==> config.mk <==
export PLATFORM = sky130hd
export DESIGN_NAME = writeback_queue
export DESIGN_NICKNAME = d
export VERILOG_FILES = /design/src/rtl/writeback_queue.sv
export SDC_FILE = /design/constraint.sdc
export NUM_CORES = 1
export LEC_CHECK = 0
export CAP_MARGIN = 20
export CELL_PAD_IN_SITES_DETAIL_PLACEMENT = 2
export CELL_PAD_IN_SITES_GLOBAL_PLACEMENT = 2
export CORE_AREA = 2 2 163 165
export DETAILED_ROUTE_END_ITERATION = 7
export DIE_AREA = 0 0 165 167
export HOLD_SLACK_MARGIN = 0.1
export PLACE_DENSITY_LB_ADDON = 0.1
export SYNTH_ARGS = -nofsm -noshare
export SYNTH_HDL_FRONTEND = slang
export SYNTH_SLANG_ARGS = --single-unit
==> constraint.sdc <==
create_clock -name clk -period 7.1 [get_ports clk]
set_input_delay 2.13 -clock clk [delete_from_list [all_inputs] [get_ports clk]]
set_output_delay 2.13 -clock clk [all_outputs]
set_load 0.02 [all_outputs]
==> src/rtl/writeback_queue.sv <==
// Writeback queue: buffers ld/ex register writes, drains one per cycle.
// Optional same-cycle rf bypass when empty: define WBQ_BYPASS_EN.
module writeback_queue #(
  parameter int COUNT     = 32,
  parameter int BUS_WIDTH = 32,
  parameter int DEPTH     = 4,
  localparam int ADDR_WIDTH = $clog2(COUNT),
  localparam int CNT_WIDTH  = $clog2(DEPTH + 1)
) (
  input  logic                  clk,
  input  logic                  rst,
  input  logic                  ld_valid,
  output logic                  ld_ready,
  input  logic [ADDR_WIDTH-1:0] ld_addr,
  input  logic [BUS_WIDTH-1:0]  ld_data,
  input  logic                  ex_valid,
  output logic                  ex_ready,
  input  logic [ADDR_WIDTH-1:0] ex_addr,
  input  logic [BUS_WIDTH-1:0]  ex_data,
  output logic                  rf_wr_en,
  output logic [ADDR_WIDTH-1:0] rf_write_addr,
  output logic [BUS_WIDTH-1:0]  rf_data_in,
  output logic [COUNT-1:0]      pending,
  output logic [CNT_WIDTH-1:0]  count,
  output logic                  full,
  output logic                  empty
);

  localparam int PW = $clog2(DEPTH);

  logic [ADDR_WIDTH-1:0] addr_q [DEPTH];
  logic [BUS_WIDTH-1:0]  data_q [DEPTH];
  logic [DEPTH-1:0]      vld_q;
  logic [PW-1:0]         head_q, head_d;
  logic [PW-1:0]         tail_q, tail_d;
  logic [PW-1:0]         ex_slot;
  logic [CNT_WIDTH-1:0]  count_q, count_d;
  logic [CNT_WIDTH-1:0]  free;
  logic                  q_empty;
  logic                  ld_st, ex_st;
  logic                  byp_ld, byp_ex;
  logic                  ld_en, ex_en;
  logic                  deq;
  logic [COUNT-1:0]      pend;

  assign free    = CNT_WIDTH'(DEPTH) - count_q;
  assign q_empty = (count_q == '0);

  // Readiness uses registered occupancy; the concurrent pop is not credited.
  assign ld_ready = !rst && (free != '0);
  assign ex_ready = !rst && ((free >= CNT_WIDTH'(2)) ||
                             ((free != '0) && !ld_valid));

  // Writes to r0 finish the handshake but are dropped.
  assign ld_st = ld_valid && ld_ready && (ld_addr != '0);
  assign ex_st = ex_valid && ex_ready && (ex_addr != '0);

`ifdef WBQ_BYPASS_EN
  assign byp_ld = q_empty && !rst && ld_st;
  assign byp_ex = q_empty && !rst && ex_st && !ld_st;
`else
  assign byp_ld = 1'b0;
  assign byp_ex = 1'b0;
`endif

  assign ld_en   = ld_st && !byp_ld;
  assign ex_en   = ex_st && !byp_ex;
  assign deq     = !rst && !q_empty;
  assign ex_slot = tail_q + PW'(ld_en);

  // Next-state pointers and occupancy.
  always_comb begin
    head_d  = head_q + PW'(deq);
    tail_d  = tail_q + PW'(ld_en) + PW'(ex_en);
    count_d = count_q + CNT_WIDTH'(ld_en)
            + CNT_WIDTH'(ex_en) - CNT_WIDTH'(deq);
  end

  // Queue state: reset flushes every entry, else pop head and push ld then ex.
  always_ff @(posedge clk) begin
    if (rst) begin
      head_q  <= '0;
      tail_q  <= '0;
      count_q <= '0;
      vld_q   <= '0;
    end else begin
      head_q  <= head_d;
      tail_q  <= tail_d;
      count_q <= count_d;
      if (deq) vld_q[head_q] <= 1'b0;
      if (ld_en) begin
        vld_q[tail_q]  <= 1'b1;
        addr_q[tail_q] <= ld_addr;
        data_q[tail_q] <= ld_data;
      end
      if (ex_en) begin
        vld_q[ex_slot]  <= 1'b1;
        addr_q[ex_slot] <= ex_addr;
        data_q[ex_slot] <= ex_data;
      end
    end
  end

  // Per-register pending vector over live entries.
  always_comb begin
    pend = '0;
    for (int i = 0; i < DEPTH; i++) begin
      if (vld_q[i]) pend[addr_q[i]] = 1'b1;
    end
    pend[0] = 1'b0;
    pending = rst ? '0 : pend;
  end

  // Register file port: bypassed request, else queue head, else idle zeros.
  always_comb begin
    rf_wr_en      = 1'b0;
    rf_write_addr = '0;
    rf_data_in    = '0;
    if (byp_ld) begin
      rf_wr_en      = 1'b1;
      rf_write_addr = ld_addr;
      rf_data_in    = ld_data;
    end else if (byp_ex) begin
      rf_wr_en      = 1'b1;
      rf_write_addr = ex_addr;
      rf_data_in    = ex_data;
    end else if (deq) begin
      rf_wr_en      = 1'b1;
      rf_write_addr = addr_q[head_q];
      rf_data_in    = data_q[head_q];
    end
  end

  assign count = rst ? '0 : count_q;
  assign empty = rst || q_empty;
  assign full  = !rst && (count_q == CNT_WIDTH'(DEPTH));

endmodule

==> qor.yml, run 1 <==
outcome: "completed"
postLayoutCellArea_um2: 11700
rsz_0062_raised_after_global_routing: "no"
fraction_of_final_layout_cells_sized_beyond_drive_strength_1: 0.300
grt_overflow: 0
intPower_w: 0.00238
synthCells: 678
power.net_switching_w: 0.00129
power.clock.fraction: 0.245
yosys-top-cells-area: "sky130_fd_sc_hd__edfxtp_1 (47%), sky130_fd_sc_hd__mux2_2 (16%), sky130_fd_sc_hd__mux4_2 (8.9%), sky130_fd_sc_hd__a22oi_1 (2.7%), sky130_fd_sc_hd__mux2_4 (2.6%)"
synth_largest_area_cell: "sky130_fd_sc_hd__edfxtp_1"
power.share.sequential: 0.390
r2r_end: "data_q[2][10]"
final-seq-area_um2: 4670
rows: 59
synthMostInstantiatedCell: "sky130_fd_sc_hd__edfxtp_1"
crit_path_end: "rf_data_in[30]"
worst_skew_pair.late_latency_ns: 0.44
clock_tree.buffer_depth: 2
horizontal_extent_of_the_die_um: 165
grt_max_degree: 47
synth_flop_cell: "sky130_fd_sc_hd__edfxtp_1"
routed_wirelength_um: 30000
cts_repair_resize_count: 0
synth-async-reset-ratio: 0
timing.critical_path.fanout_max: 18
netlist.area_leader.share: 0.474
switching_portion_of_total_power: 0.351
design_power_total_w: 0.00367
timing.final.crit_period_ns: 6.17
core_box_area_um2: 25800
cts_num_sinks: 159
slew_headroom: 0.283
die_height_um: 167
cts_root_buf: "sky130_fd_sc_hd__clkbuf_16"
power.leakage_nw: 3.79
cts.reportedPaths.clkPinSlew_ns: 0.07
drt_first_pass_iters: 4
worst_r2r_src: "count_q[1]"
worstMarginPinSlew_ns: 1.07
critical_path_required_ns: 4.97
final.setup_skew_ns: 0.0158
crit_path_start: "rst"
drcViolationCount: 0
finalWeightedCongestion: 0.846
first_iter_violations: 373
share_comb_of_total_power: 0.364
detailed_placement_hpwl_um: 20100
fin_cells: 1164
fillers: 2523
cts_buffers: 17
antenna_violation_net_count_after_detailed_routing: 0
fmax_mhz: 162
via_per_inst: 5.62
fin_crit_sh: 0.870
syn_nets: 767
setup.worst_path.start_class: "primary input"
setup-violations-final: 0
multiInputGateArea_um2: 4370
cts-htree-levels: 4
max-vdd-ir-drop_mv: 0.196
synth_warnings: 0
cap_viol_max_count: 0
synthTopCellsByCount: "sky130_fd_sc_hd__edfxtp_1 (148), sky130_fd_sc_hd__mux2_2 (132), sky130_fd_sc_hd__nor2_1 (38), sky130_fd_sc_hd__and2_1 (37), sky130_fd_sc_hd__mux4_2 (37)"
post_synthesis_cell_area_um2: 9370
vias: 6546
area_growth_syn_to_layout_pct: 25.1
grt_usage: 0.224
route.detailed.wl_per_inst_um: 25.8
num_io_pins: 155
end_kind: "primary output"
cts_setup_buffers: 0
tritoncts: "yes"
grt_antenna_before_repair: 1
seq_area_frac_synth: 0.498
synth-edff-count: 148
dieArea_um2: 27600
reg2regPathDepth: 10
ff2ff_setup_slack_ns: 3.26
portBuffers: 153
power_per_cell_area_nw_per_um2: 313
finish.utilization: 0.455
finalHoldViolCount: 0
initial_utilization: 0.364
placed_cell_area_um2: 11200
synth.ff_latch_count: 159
n_antenna_cell: 0
grt_pass1_wl_um: 45800
timing.critical_path.arrival_ns: 4.04
post_layout_nets: 905
hold_path_class: "reg -> reg"
synth.lib_cells_used.distinct: 49
timing_worst_setup_path_type: "in -> out"
cts.hold.buffers_added: 0
setup_tns_ns: 0
dp.cells: 1132
grt_pass1_vias: 7493
syn-mean-instance-area_um2: 13.8
final_slew_viol_count: 0
worst max-delay path: stages:
cell                              delay (ns)
sky130_fd_sc_hd__clkdlybuf4s50_1        0.43
sky130_fd_sc_hd__or2_2                  0.33
sky130_fd_sc_hd__inv_1                  0.08
sky130_fd_sc_hd__buf_4                  0.26
sky130_fd_sc_hd__and2_1                 0.18
sky130_fd_sc_hd__clkdlybuf4s50_1        0.62
cells in the final DEF, fill, tap and decap left out, drive strengths merged, types with 2 or more instances in the layout:
cell / n
clkbuf: 17
and2: 37
o311ai: 2
and3b: 7
and4: 2
clkdlybuf4s50: 153
mux2: 148
dfxtp: 11
and3: 10
ha: 9
nand2b: 3
inv: 21
nand3b: 14
edfxtp: 148
o22ai: 8
buf: 18
clkinv: 3
mux4: 37
nor3b: 16
nor2b: 5
o21ai: 2
nand3: 6
or3b: 2
nor2: 38
a22oi: 34
nand2: 12
xnor2: 5
fa: 2
a21oi: 33
a221oi: 9
or2: 2
nor3: 5
flip-flops by register name (all words and copies together), names as in the netlist:
| register | count |
|---|---|
| addr_q | 20 |
| tail_q | 2 |
| count_q | 3 |
| head_q | 2 |
| vld_q | 4 |
| data_q | 128 |
stage by stage:
| step | hold WS [ns] | setup WS [ns] |
|---|---|---|
| after floorplan | 0.509 | 0.943 |
| after global placement | 0.548 | 1.01 |
| after detailed placement | 0.579 | 0.923 |
| after CTS | 0.591 | 0.901 |
| after global routing | 0.608 | 0.836 |
| final | 0.587 | 0.925 |
worst min path at each step:
stage,startpoint,endpoint,slack [ns],cells past startpoint
floorplan,count_q[1],count_q[2],0.51,2
global placement,count_q[1],count_q[2],0.55,2
detailed placement,count_q[1],count_q[2],0.58,2
CTS,vld_q[0],vld_q[0],0.59,2
global route,count_q[1],count_q[2],0.61,2
finish,count_q[1],count_q[2],0.59,2
power groups by stage:
stage	Clock (W)	Sequential, W	Combinational [W]
finish	0.000901	0.00143	0.00134
global route	0.000949	0.00146	0.00143
CTS	0.000918	0.00144	0.00136
detailed placement	0	0.00146	0.00135
global placement	0	0.00144	0.00131
floorplan	0	0.00133	0.000927
final cells by class:
class                           instances  area share
Inverter                               10     0.00320
Tap cell                              335      0.0357
Multi-Input combinational cell        457       0.373
Clock inverter                         15      0.0120
Sequential cell                       159       0.398
Timing Repair Buffer                  171       0.142
Clock buffer                           17      0.0363
logic make-up after synthesis:
| kind of cell | count (synthesis) | share of synthesized area |
|---|---|---|
| other cells | 1 | 0.000400 |
| flops | 159 | 0.498 |
| mux | 185 | 0.273 |
| compound gates | 93 | 0.0675 |
| simple gates | 161 | 0.102 |
| xor+xnor | 6 | 0.00561 |
| fa+ha+maj | 11 | 0.0163 |
| buf+inv | 62 | 0.0379 |
layer usage:
| layer | track usage | part of all wire |
|---|---|---|
| met5 | 0 | 0 |
| met4 | 0.0692 | 0.018 |
| met3 | 0.0403 | 0.038 |
| met2 | 0.404 | 0.53 |
| met1 | 0.270 | 0.41 |
Note: power is estimated with default switching activity, not from simulation.
==> run 2, diff against run 1 <==
--- a/config.mk
+++ b/config.mk
@@ -13,6 +13,7 @@
 export DIE_AREA = 0 0 165 167
 export HOLD_SLACK_MARGIN = 0.1
 export PLACE_DENSITY_LB_ADDON = 0.1
+export REMOVE_ABC_BUFFERS = 1
 export SYNTH_ARGS = -nofsm -noshare
 export SYNTH_HDL_FRONTEND = slang
 export SYNTH_SLANG_ARGS = --single-unit
==> qor.yml, run 2 (synthesis gave the netlist of run 1 again) <==
num_io_pins: 155  # unchanged
placed_cell_area_um2: 11100  # -0.13%
setup_tns_ns: 0  # unchanged
postLayoutCellArea_um2: 11800  # +0.33%
timing.critical_path.arrival_ns: 4.04  # about the same
hold_path_class: "reg -> reg"
drcViolationCount: 0  # unchanged
largest_reg_flops: 128  # unchanged
rsz_0062_raised_after_global_routing: "no"
top_register: "data_q"
detailed_placement_hpwl_um: 19700  # -1.5%
fillers: 2505  # -0.71%
timing_worst_setup_path_type: "in -> out"
cts_root_buf: "sky130_fd_sc_hd__clkbuf_16"
whs_ns: 0.570  # -0.0174 ns
grt_antenna_before_repair: 2  # +1
horizontal_extent_of_the_die_um: 165  # unchanged
die_height_um: 167  # unchanged
rows: 59  # unchanged
cts.hold.buffers_added: 0  # unchanged
cts-htree-levels: 4  # unchanged
cts_buffers: 17  # unchanged
critical-path-top-cell-by-count: "sky130_fd_sc_hd__clkdlybuf4s50_1"
post_layout_nets: 904  # -0.11%
outcome: "completed"
vias: 6477  # -1.1%
worstMarginPinSlew_ns: 0.905  # -0.166 ns
fin_crit_sh: 0.868  # -0.00133
setup-violations-final: 0  # unchanged
power_per_cell_area_nw_per_um2: 311  # -0.69%
dieArea_um2: 27600  # unchanged
timing.critical_path.fanout_max: 24  # +6
grt_pass1_vias: 7212  # -3.8%
clock_tree.buffer_depth: 2  # unchanged
grt_pass1_wl_um: 44300  # -3.3%
power.leakage_nw: 3.80  # +0.18%
cts_num_sinks: 159  # unchanged
core_box_area_um2: 25800  # unchanged
max-vdd-ir-drop_mv: 0.170  # -13%
largestRegisters: "data_q x128, addr_q x20, vld_q x4"
route.detailed.wl_per_inst_um: 24.8  # -3.8%
setup.worst_path.start_class: "primary input"
cts_repair_resize_count: 0  # unchanged
finalHoldViolCount: 0  # unchanged
timing.critical_path.slowest_stage_cell: "sky130_fd_sc_hd__clkdlybuf4s50_1"
max_stage_delay_ns: 0.60  # -0.02 ns
dp.cells: 1130  # -0.18%
antenna_violation_net_count_after_detailed_routing: 0  # unchanged
critical_path_required_ns: 4.97  # about the same
grt_usage: 0.217  # -0.00694
worst_skew_pair.late_latency_ns: 0.43  # about the same
fin_cells: 1164  # unchanged
crit_path_cell_trace: "clkdlybuf4s50_1 -> or2_2 -> inv_1 -> buf_4 -> and2_1 -> clkdlybuf4s50_1"
routed_wirelength_um: 28900  # -3.8%
fraction_of_final_layout_cells_sized_beyond_drive_strength_1: 0.298  # -0.00205
slew_headroom: 0.394  # +0.111
worst_slack_ns: 0.935  # +0.00943 ns
finalWeightedCongestion: 0.834  # -1.3%
cap_viol_max_count: 0  # unchanged
fmax_mhz: 162  # +0.15%
drt_first_pass_iters: 5  # +1
first_iter_violations: 399  # +7.0%
initial_utilization: 0.364  # unchanged
area_growth_syn_to_layout_pct: 25.5
leading_cell_type_in_the_layout_fill_and_taps_excluded: "sky130_fd_sc_hd__clkdlybuf4s50_1"
portBuffers: 153  # unchanged
final_slew_viol_count: 0  # unchanged
via_per_inst: 5.56  # -1.1%
most-common-layout-cells: "sky130_fd_sc_hd__clkdlybuf4s50_1 (153), sky130_fd_sc_hd__edfxtp_1 (148), sky130_fd_sc_hd__mux2_2 (132)"
timing.final.crit_period_ns: 6.17  # -0.00943 ns
final.setup_skew_ns: 0.0140  # -0.00183 ns
cts_setup_buffers: 0  # unchanged
dpl_worst_slack_ns: 0.888  # -0.0352 ns
end_kind: "primary output"
cts.reportedPaths.clkPinSlew_ns: 0.08  # about the same
grt_overflow: 0  # unchanged
tritoncts: "yes"
grt_max_degree: 47  # unchanged
## run 2: final timing paths
path                    from       endpoint  slack, ns  cells past startpoint
setup / recovery         rst  rf_data_in[2]       0.93                      6
setup reg to reg  count_q[1]   addr_q[3][4]       3.41                     11
hold / removal    count_q[1]     count_q[2]       0.57                      2
hold reg to reg   count_q[1]     count_q[2]       0.57                      2
## run 2: layout make-up
class                   instances  area [um2]  share of cell area
inverters                      10        37.5             0.00319
well taps                     335         419              0.0356
flip-flops and latches        159        4670               0.397
multi-input cells             457        4370               0.372
clock inverters                14         168              0.0143
clock buffers                  18         429              0.0365
diodes                          1        2.50            0.000213
repair buffers                170        1670               0.142
## run 2: per-layer routing
layer	vias to the layer above	wire length, um	GRT usage	part of all wire
met3	31	1010	0.0391	0.035
met1	3363	11900	0.265	0.41
met2	152	15600	0.395	0.54
met5	-	27	0	0.00093
li1	2927	-	-	-
met4	4	350	0.0503	0.012
## run 2: metrics by stage
stage          total power [W]  utilization
4_1_cts                0.00370        0.456
3_3_place_gp           0.00275        0.432
3_5_place_dp           0.00279        0.433
2_1_floorplan          0.00220            -
6_report               0.00366        0.457
5_1_grt                0.00385        0.457
## run 2: critical path, delay by kind of cell
family                 cells  cell delay, ns
AND/OR/NAND/NOR            2            0.49
buffers and inverters      4            1.39
## run 2: power breakdown
group / switching [W] / internal, W / total, W
Combinational: 0.000672 / 0.000654 / 0.00133
Sequential: 0.000162 / 0.00126 / 0.00143
Clock: 0.000431 / 0.000475 / 0.000905
